`config.mk`:
```
export PLATFORM = sky130hd
export DESIGN_NAME = xdma_narrow_arbiter
export DESIGN_NICKNAME = d
export VERILOG_FILES = /design/src/rtl/xdma_narrow_arb_pkg.sv /design/src/rtl/xdma_narrow_arbiter_find_first_one_idx.sv /design/src/rtl/xdma_narrow_arbiter.sv
export SDC_FILE = /design/constraint.sdc
export NUM_CORES = 1
export LEC_CHECK = 0
export ABC_AREA = 1
export CORE_AREA = 2 2 112 114
export DETAILED_ROUTE_END_ITERATION = 7
export DIE_AREA = 0 0 114 116
export PLACE_DENSITY = 0.71
export RECOVER_POWER = 50
export SLEW_MARGIN = 15
export SYNTH_ARGS = -nofsm -noshare
export SYNTH_HDL_FRONTEND = slang
export SYNTH_SLANG_ARGS = --single-unit
export TNS_END_PERCENT = 5
```
`constraint.sdc`:
```
create_clock -name clk_i -period 2.1 [get_ports clk_i]
set_input_delay 0.42 -clock clk_i [delete_from_list [all_inputs] [get_ports clk_i]]
set_output_delay 0.42 -clock clk_i [all_outputs]
set_load 0.02 [all_outputs]
```
`src/rtl/xdma_narrow_arb_pkg.sv`:
```
// Shared types and constants for the XDMA narrow-channel packet arbiter.
package xdma_narrow_arb_pkg;

    // Arbiter FSM: IDLE arbitrates every cycle, LOCKED holds one requester
    // until its last beat is accepted.
    typedef enum logic {
        IDLE   = 1'b0,
        LOCKED = 1'b1
    } arb_state_e;

    // Default number of narrow-message producers sharing the channel.
    localparam int unsigned DefaultNumInp = 3;

    // Requester index assignments; the highest index has top fixed priority.
    localparam int unsigned ReqFinish = 0;
    localparam int unsigned ReqGrant  = 1;
    localparam int unsigned ReqCfg    = 2;

endpackage

```
`src/rtl/xdma_narrow_arbiter_find_first_one_idx.sv`:
```
// Priority search returning the highest set bit index of a request vector
// plus a flag telling whether any bit was set at all.
module find_first_one_idx #(
    parameter int unsigned Width    = 3,
    parameter int unsigned IdxWidth = (Width > 1) ? $clog2(Width) : 1
) (
    input  logic [Width-1:0]    in_i,
    output logic [IdxWidth-1:0] idx_o,
    output logic                valid_o
);

    // Upward scan so the last (highest) set bit overrides earlier ones.
    always_comb begin
        idx_o   = '0;
        valid_o = 1'b0;
        for (int unsigned i = 0; i < Width; i++) begin
            if (in_i[i]) begin
                idx_o   = IdxWidth'(i);
                valid_o = 1'b1;
            end
        end
    end

endmodule

```
`src/rtl/xdma_narrow_arbiter.sv`:
```
// Packet-level arbiter sharing one XDMA narrow output channel among NumInp
// requesters. Forwarding is combinational; a grant is locked from the first
// presented beat until the beat carrying last is accepted, so a stalled beat
// never changes under the downstream AXI adapter.
// Optional: define XDMA_NARROW_ARB_RR_EN for round-robin arbitration instead
// of fixed highest-index-wins priority.
module xdma_narrow_arbiter
    import xdma_narrow_arb_pkg::*;
#(
    parameter int unsigned NumInp    = DefaultNumInp,
    parameter int unsigned DataWidth = 64,
    parameter int unsigned CntWidth  = 16,
    parameter int unsigned IdxWidth  = (NumInp > 1) ? $clog2(NumInp) : 1
) (
    input  logic                        clk_i,
    input  logic                        rst_i,
    input  logic [NumInp-1:0]           req_valid_i,
    output logic [NumInp-1:0]           req_ready_o,
    input  logic [NumInp*DataWidth-1:0] req_data_i,
    input  logic [NumInp-1:0]           req_last_i,
    output logic                        out_valid_o,
    input  logic                        out_ready_i,
    output logic [DataWidth-1:0]        out_data_o,
    output logic                        out_last_o,
    output logic [IdxWidth-1:0]         out_src_o,
    output logic                        busy_o,
    output logic [CntWidth-1:0]         pkt_cnt_o
);

    arb_state_e          state_q, state_d;
    logic [IdxWidth-1:0] lock_idx_q, lock_idx_d;
    logic [CntWidth-1:0] cnt_q, cnt_d;
    logic [IdxWidth-1:0] win_idx;
    logic                win_vld;
    logic [IdxWidth-1:0] sel;
    logic                pkt_done;

`ifdef XDMA_NARROW_ARB_RR_EN
    logic [IdxWidth-1:0] rr_ptr_q, rr_ptr_d;
    logic [NumInp-1:0]   req_rot;
    logic [IdxWidth-1:0] rot_idx;

    // Rotate and mirror the requests so that rr_ptr lands on the MSB; the
    // highest-bit search then yields the first valid index at or above rr_ptr.
    always_comb begin
        req_rot = '0;
        for (int unsigned j = 0; j < NumInp; j++) begin
            for (int unsigned k = 0; k < NumInp; k++) begin
                if (k == (32'(rr_ptr_q) + NumInp - 1 - j) % NumInp) begin
                    req_rot[j] = req_valid_i[k];
                end
            end
        end
    end

    find_first_one_idx #(
        .Width    (NumInp),
        .IdxWidth (IdxWidth)
    ) u_find (
        .in_i    (req_rot),
        .idx_o   (rot_idx),
        .valid_o (win_vld)
    );

    // Undo the rotation to recover the real requester index.
    always_comb begin
        win_idx = IdxWidth'((32'(rr_ptr_q) + NumInp - 1 - 32'(rot_idx)) % NumInp);
    end

    // Pointer moves just past the requester whose packet completed.
    always_comb begin
        rr_ptr_d = rr_ptr_q;
        if (pkt_done) begin
            rr_ptr_d = IdxWidth'((32'(sel) + 1) % NumInp);
        end
    end

    // Round-robin pointer register.
    always_ff @(posedge clk_i) begin
        if (rst_i) begin
            rr_ptr_q <= '0;
        end else begin
            rr_ptr_q <= rr_ptr_d;
        end
    end
`else
    find_first_one_idx #(
        .Width    (NumInp),
        .IdxWidth (IdxWidth)
    ) u_find (
        .in_i    (req_valid_i),
        .idx_o   (win_idx),
        .valid_o (win_vld)
    );
`endif

    // Select the forwarded requester: locked owner, else the current winner.
    always_comb begin
        sel = '0;
        if (state_q == LOCKED) begin
            sel = lock_idx_q;
        end else if (win_vld) begin
            sel = win_idx;
        end
    end

    // Zero-latency forwarding of the selected requester and ready fan-back;
    // ready is held low during reset so no beat is consumed in that cycle.
    always_comb begin
        out_valid_o = 1'b0;
        out_data_o  = '0;
        out_last_o  = 1'b0;
        for (int unsigned i = 0; i < NumInp; i++) begin
            if (sel == IdxWidth'(i)) begin
                out_valid_o = req_valid_i[i];
                out_data_o  = req_data_i[i*DataWidth +: DataWidth];
                out_last_o  = req_last_i[i];
            end
        end
        req_ready_o = '0;
        for (int unsigned i = 0; i < NumInp; i++) begin
            req_ready_o[i] = out_ready_i && out_valid_o && !rst_i && (sel == IdxWidth'(i));
        end
        pkt_done = out_valid_o && out_ready_i && out_last_o && !rst_i;
    end

    // Next-state logic: lock on any presented beat that does not finish the packet.
    always_comb begin
        state_d    = state_q;
        lock_idx_d = lock_idx_q;
        cnt_d      = cnt_q;
        case (state_q)
            IDLE: begin
                if (out_valid_o) begin
                    if (pkt_done) begin
                        cnt_d = cnt_q + CntWidth'(1);
                    end else begin
                        lock_idx_d = sel;
                        state_d    = LOCKED;
                    end
                end
            end
            LOCKED: begin
                if (pkt_done) begin
                    cnt_d   = cnt_q + CntWidth'(1);
                    state_d = IDLE;
                end
            end
            default: state_d = IDLE;
        endcase
    end

    // State, lock index and packet counter registers.
    always_ff @(posedge clk_i) begin
        if (rst_i) begin
            state_q    <= IDLE;
            lock_idx_q <= '0;
            cnt_q      <= '0;
        end else begin
            state_q    <= state_d;
            lock_idx_q <= lock_idx_d;
            cnt_q      <= cnt_d;
        end
    end

    assign out_src_o = sel;
    assign busy_o    = (state_q == LOCKED);
    assign pkt_cnt_o = cnt_q;

endmodule

```
==> impl_metrics.csv, run 1 <==
group,metric,value,unit
outcome,status,"complete, but fails checks",
outcome,failed_checks,"setup timing",
place,place_area,5590,µm²
yosys,yosys.area.top_type,"nand2_1",
critical_path,worst-path-max-fanout,8,
floorplan,core,11900,µm²
pwr,swShare,0.425,
place,dp_hpwl,11.4,mm
floorplan,rows,40,
place,globalplace.congestion,0.888,
yosys,synthCells,454,
pwr,leakage,3.01,nW
sta,rsz0062_at_grt,"true",
clock_network,cts_buffers,3,
sta,final-setup-viol-count,63,
sta,final-hold-violation-count,0,
final_layout,fillers,1078,
pwr,internal-power,0.00243,W
critical_path,cp-end-kind,"primary output",
yosys,seq_area_frac_synth,0.166,
place,dpl_worst_slack,-0.878,ns
critical_path,path_class,"flop to primary output",
sta,fin_crit,2.19,ns
sta,slew_headroom,0.783,
global_routing,grt_use_total,0.201,
clock_network,h-tree-depth,1,
routing,vias,4241,
critical_path,ff2ff_setup_slack,0.15,ns
floorplan,fp.dieH,116,µm
pwr,p_per_area,643,nW/µm²
routing,first_pass_iters,4,
sta,fin_skew,0.00181,ns
global_routing,grt_pass1_wl,20.9,mm
global_routing,grt_overflow,0,
yosys,ys_types,23,
clock_network,clk_pin_slew_worst_paths,0.05,ns
job,max_cap_violations,0,
worst_hold_path,hp-class,"flop to flop",
routing,wl_per_cell,17.0,µm
clock_network,cts_tree,"yes",
place,io_buffers,288,
yosys,netlist_top_cells_area,"nand2_1 (41%), dfxtp_1 (17%), nand3_1 (16%), nor2_1 (4.3%), xor2_1 (4.2%)",
yosys,synth-edff-count,0,
pwr,p_sw,0.00180,W
critical_path,startpoint_type,"flop",
critical_path,critPathMaxStageDelay,0.43,ns
global_routing,grt_pass1_vias,3824,
clock_network,root_buffer,"clkbuf_16",
final_layout,drive_above_1_share,0.321,
sta,clock.fmax,456,MHz
critical_path,cpLargestDelayFamily,"buffers and inverters",
yosys,yosysMostFrequentCell,"nand2_1",
yosys,ys_top_cells_by_count,"nand2_1 (247), nand3_1 (74), nor2_1 (26)",
critical_path,worst-path-buf-inv,4,
routing,drt_iter0_drc,281,
floorplan,pin_count,289,
floorplan,start_util,0.192,
clock_network,clock_sinks,19,
critical_path,cp.arrival,1.77,ns
yosys,syn_nets,656,
clock_network,cts_hold_buf,0,
critical_path,required,1.68,ns
critical_path,cp_slowest_cell,"dfxtp_4",
final_layout,fin_area,6590,µm²
critical_path,path_cells,"nor2_4, nand2_4, nand2_4, buf_6, nor2_4, buf_12, clkbuf_16, nand2_1, nand3_1, buf_6",
yosys,netlist_area,2290,µm²
yosys,async_reset_ff_frac,0,
sta,setup_ws,-0.0933,ns
final_layout,syn_to_final_growth,188,%
yosys,ys.flop_type,"dfxtp_1",
yosys,syn_area_per_cell,5.04,µm²
sta,drv_slew,0,
yosys,ys.warnings.count,0,
sta,min_period_over_period,1.04,
pwr,power_frac_comb,0.813,
yosys,synth_top_area_frac,0.406,
routing,post-route-drc-count,0,
yosys,synth-seq-cells,19,
sta,tightest_slew,0.323,ns
global_routing,grt_max_degree,23,
clock_network,cts_buffer_depth,2,
routing,ant_nets,0,
final_layout,nets,978,
pwr,ir_drop,0.000358,V
global_routing,antenna_found_initial,3,
routing,viasPerCell,4.59,
pwr,pwr-share-clk,0.091,
pwr,pwr-share-seq,0.096,
floorplan,dieWidth,114,µm
routing,drt_wl_total,15.8,mm
sta,hold_ws,0.478,ns
floorplan,dieArea,13200,µm²
clock_network,insertion_delay,0.25,ns
[metrics by stage]
step           power, W  setup TNS [ns]  utilization  instances
6_report        0.00424           -2.62        0.553        924
5_1_grt         0.00445           -7.28        0.553        922
4_1_cts         0.00371           -2.91        0.498        918
3_5_place_dp    0.00310          -61.29        0.469        900
3_3_place_gp    0.00310          -58.92        0.469        900
2_1_floorplan   0.00155               0            -        454
[final timing paths]
check	from	endpoint	cells past startpoint
worst max-delay path	busy_o	out_data_o[42]	10
worst min-delay path	pkt_cnt_o[13]	pkt_cnt_o[13]	2
worst max register to register	busy_o	pkt_cnt_o[3]	12
worst min register to register	pkt_cnt_o[13]	pkt_cnt_o[13]	2
[state kept, by name, summed over array words and instances (netlist names)]
register    cells
pkt_cnt_o      16
lock_idx_q      2
busy_o          1
[tightest hold or removal path, cell delays in order, from the launching register on]
cell and delay (ns):
dfxtp_1 0.31, nand2_1 0.06, a21oi_1 0.06
[logic make-up (layout without fill, tap and decap cells)]
logic type / Yosys count / after routing / synth area share
AND/OR/NAND/NOR: 363 / 363 / 0.655
buffers and inverters: 38 / 359 / 0.0761
AO/OA/AOI/OAI: 19 / 19 / 0.0432
flip-flops: 19 / 19 / 0.166
XOR/XNOR: 14 / 14 / 0.0536
adder cells (fa/ha/maj): 1 / 1 / 0.00547
other: 0 / 2 / 0
[final cells by class]
type | count | area [µm²] | area share
repair buffers | 340 | 3670 | 0.556
flip-flops and latches | 19 | 384 | 0.0583
diodes | 2 | 5.00 | 0.000759
clock buffers | 4 | 78.8 | 0.0120
well taps | 147 | 184 | 0.0279
multi-input cells | 397 | 2210 | 0.336
inverters | 15 | 58.8 | 0.00892
[power by group through the flow]
stage / Combinational, W / Clock (W) / Sequential (W)
after floorplan: 0.00114 / 0 / 0.000406
after global placement: 0.00270 / 0 / 0.000400
after detailed placement: 0.00270 / 0 / 0.000401
after CTS: 0.00292 / 0.000388 / 0.000399
after global routing: 0.00364 / 0.000403 / 0.000407
final: 0.00345 / 0.000385 / 0.000405
[timing repair]
action	4_1_cts	5_1_grt
gates cloned	5	4
setup buffers	9	1
gates resized for setup	398	160
pin swaps	7	43
setup endpoints to repair	87	69
[placed cells by master (no fill, tap or decap), drive strengths merged]
| master | netlist | routed |
|---|---|---|
| dlygate4sd3 | 0 | 17 |
| xor2 | 11 | 11 |
| dfxtp | 19 | 19 |
| diode | 0 | 2 |
| ha | 1 | 1 |
| nand2 | 250 | 250 |
| clkdlybuf4s50 | 0 | 198 |
| a21oi | 15 | 15 |
| buf | 14 | 115 |
| inv | 15 | 15 |
| nor3b | 1 | 1 |
| nor3 | 5 | 5 |
| clkbuf | 9 | 9 |
| bufbuf | 0 | 2 |
| nor2 | 28 | 28 |
| xnor2 | 3 | 3 |
| o21ai | 4 | 4 |
| nand4 | 3 | 3 |
| dlygate4sd2 | 0 | 3 |
| nand3 | 76 | 76 |
[routing by layer]
metal,global-route usage,share of wire,wire length (µm)
met1,0.261,0.41,6400
met3,0.0628,0.090,1420
met5,0,0.00083,13
met4,0.0114,0.0077,122
met2,0.343,0.50,7800
No activity file was read; power rests on OpenSTA's default activity.
==> inputs of run 2 (changes only) <==
--- a/config.mk
+++ b/config.mk
@@ -6,10 +6,10 @@
 export NUM_CORES = 1
 export LEC_CHECK = 0
 export ABC_AREA = 1
-export CORE_AREA = 2 2 112 114
+export CORE_AREA = 3 3 110 112
 export DETAILED_ROUTE_END_ITERATION = 7
-export DIE_AREA = 0 0 114 116
-export PLACE_DENSITY = 0.71
+export DIE_AREA = 0 0 113 115
+export PLACE_DENSITY = 0.74
 export RECOVER_POWER = 50
 export SLEW_MARGIN = 15
 export SYNTH_ARGS = -nofsm -noshare
==> run 2 against run 1 <==
  * The run still ends with setup timing left
  * Global-route usage is 0.99 points higher
  * Sequential cell count stayed put
  * Combinational power is 3% lower
  * Sequential share of layout area up 0.15 points
  * Non-clock buffer count decreased by 2
  * Count of clock-buffer cells in the layout unchanged
  * Utilization increased by 1.6 points
  * First-iteration DRC count is 18% lower
  * Critical path type unchanged
  * Design area is 2.2% lower
  * Via count decreased by 1.2%
  * Worst hold slack improved by 0.0054 ns
==> impl_metrics.csv, run 2 (same netlist as run 1, synthesis figures left out) <==
group,metric,value,unit
outcome,status,"complete, but fails checks",
outcome,failed_checks,"setup timing",
final_layout,layout_commonest_cell,"nand2_1",
routing,post-route-drc-count,0,
clock_network,clk_pin_slew_worst_paths,0.05,ns
global_routing,grt_overflow,0,
global_routing,antenna_found_initial,6,
pwr,leakage,2.94,nW
sta,final-hold-violation-count,0,
final_layout,regArea,385,µm²
worst_hold_path,hp-class,"flop to flop",
critical_path,regToRegEndpoint,"lock_idx_q[1]",
critical_path,worst-path-buf-inv,5,
job,max_cap_violations,0,
critical_path,path_class,"flop to primary output",
sta,min_period_over_period,1.02,
clock_network,cts_tree,"yes",
critical_path,critPathCapture,"out_data_o[59]",
critical_path,critPathMaxStageDelay,0.40,ns
routing,first_pass_iters,4,
global_routing,grt_pass1_vias,3742,
clock_network,cts_buffer_depth,2,
pwr,ir_drop,0.000390,V
final_layout,fin_area,6450,µm²
sta,final-setup-viol-count,32,
routing,viasPerCell,4.57,
critical_path,cp.arrival,1.71,ns
critical_path,cp_slowest_cell,"dfxtp_4",
critical_path,cpLargestDelayFamily,"buffers and inverters",
place,io_buffers,288,
routing,drt_wl_total,16.1,mm
final_layout,multi_input_area,2130,µm²
pwr,p_per_area,641,nW/µm²
routing,vias,4191,
critical_path,worst-path-max-fanout,6,
final_layout,syn_to_final_growth,182,%
clock_network,h-tree-depth,1,
final_layout,drive_above_1_share,0.291,
critical_path,startpoint,"busy_o",
sta,fin_crit,2.13,ns
critical_path,r2r-start,"busy_o",
floorplan,pin_count,289,
clock_network,clock_sinks,19,
floorplan,fp.dieH,115,µm
global_routing,grt_pass1_wl,21.3,mm
place,place_area,5500,µm²
critical_path,ff2ff_setup_slack,0.24,ns
floorplan,core,11300,µm²
final_layout,fillers,1057,
clock_network,cts_hold_buf,0,
final_layout,nets,976,
routing,ant_nets,0,
sta,fin_skew,0.00216,ns
floorplan,rows,39,
clock_network,cts_buffers,3,
critical_path,required,1.68,ns
global_routing,grt_max_degree,25,
place,dpl_worst_slack,-0.867,ns
critical_path,cp-end-kind,"primary output",
place,globalplace.congestion,0.857,
clock_network,root_buffer,"clkbuf_16",
global_routing,grt_use_total,0.211,
critical_path,worstSetupPathDepth,10,
final_layout,largest_reg_flops,16,
sta,setup_ws,-0.0350,ns
floorplan,start_util,0.202,
critical_path,startpoint_type,"flop",
routing,drt_iter0_drc,230,
final_layout,layout_common_cells,"nand2_1 (211), clkdlybuf4s50_1 (199), buf_6 (64), nand3_2 (51), nand2_2 (35)",
routing,wl_per_cell,17.5,µm
critical_path,r2r_cells,15,
sta,drv_slew,0,
critical_path,path_cells,"buf_4, nand2_4, nand2_4, nor2_4, buf_12, buf_12, clkbuf_16, nand2_1, nand3_2, buf_6",
sta,clock.fmax,468,MHz
floorplan,dieWidth,113,µm
sta,slew_headroom,0.780,
floorplan,dieArea,13000,µm²
worst_hold_path,hold_depth,2,
sta,tightest_slew,0.327,ns
clock_network,insertion_delay,0.25,ns
sta,rsz0062_at_grt,"true",
place,dp_hpwl,11.7,mm
worst_hold_path,min-delay-start,"pkt_cnt_o[14]",
run 2: cell type report:
class / count / area share
tap: 143 / 0.0278
multi-input combinational: 397 / 0.331
sequential: 19 / 0.0598
inverter: 15 / 0.00951
timing repair buffer: 338 / 0.559
clock buffer: 4 / 0.0122
antenna: 2 / 0.000776
run 2: power by group:
group | internal [W] | total (W) | switching, W
sequential | 0.000379 | 0.000405 | 0.0000264
combinational | 0.00171 | 0.00334 | 0.00163
clock | 0.000258 | 0.000390 | 0.000132
run 2: worst reg2reg max path, stage by stage (launching register included):
cell     delay [ns]
dfxtp_4        0.40
nor2_4         0.04
nand2_2        0.07
nand2_2        0.07
buf_6          0.12
buf_4          0.13
buf_4          0.13
nand2_1        0.06
nand2_1        0.08
nor2_4         0.14
nand3_2        0.11
buf_4          0.19
nand2_1        0.08
nand2_1        0.05
nand2_1        0.05
nor2_1         0.04
run 2: how the worst min path moves through the flow:
stage	endpoint	slack, ns
detailed placement	pkt_cnt_o[14]	0.48
finish	pkt_cnt_o[14]	0.48
CTS	pkt_cnt_o[14]	0.49
global route	pkt_cnt_o[13]	0.50
floorplan	lock_idx_q[0]	0.45
global placement	pkt_cnt_o[14]	0.48
run 2: stage by stage:
step	hold slack, ns	std cells	total power [W]	util	setup TNS (ns)
after floorplan	0.451	454	0.00155	-	0
final	0.483	918	0.00413	0.570	-0.414
after detailed placement	0.480	890	0.00300	0.486	-57.13
after CTS	0.488	910	0.00379	0.531	-3.95
after global placement	0.479	890	0.00300	0.486	-56.07
after global routing	0.503	916	0.00436	0.569	-4.78
run 2: timing repair:
item / CTS / global route
resized for setup: 389 / 137
gates cloned: 6 / 5
setup endpoints to repair: 71 / 69
pin swaps: 28 / 15
setup buffers: 10 / 4
run 2: per-layer routing:
| metal | vias to the layer above | share of wire | global-route usage | wire (µm) |
|---|---|---|---|---|
| met1 | 1866 | 0.42 | 0.272 | 6690 |
| li1 | 2084 | - | - | - |
| met2 | 202 | 0.47 | 0.344 | 7520 |
| met5 | - | 0.0058 | 0 | 93 |
| met3 | 27 | 0.097 | 0.0811 | 1560 |
| met4 | 12 | 0.012 | 0.0288 | 189 |
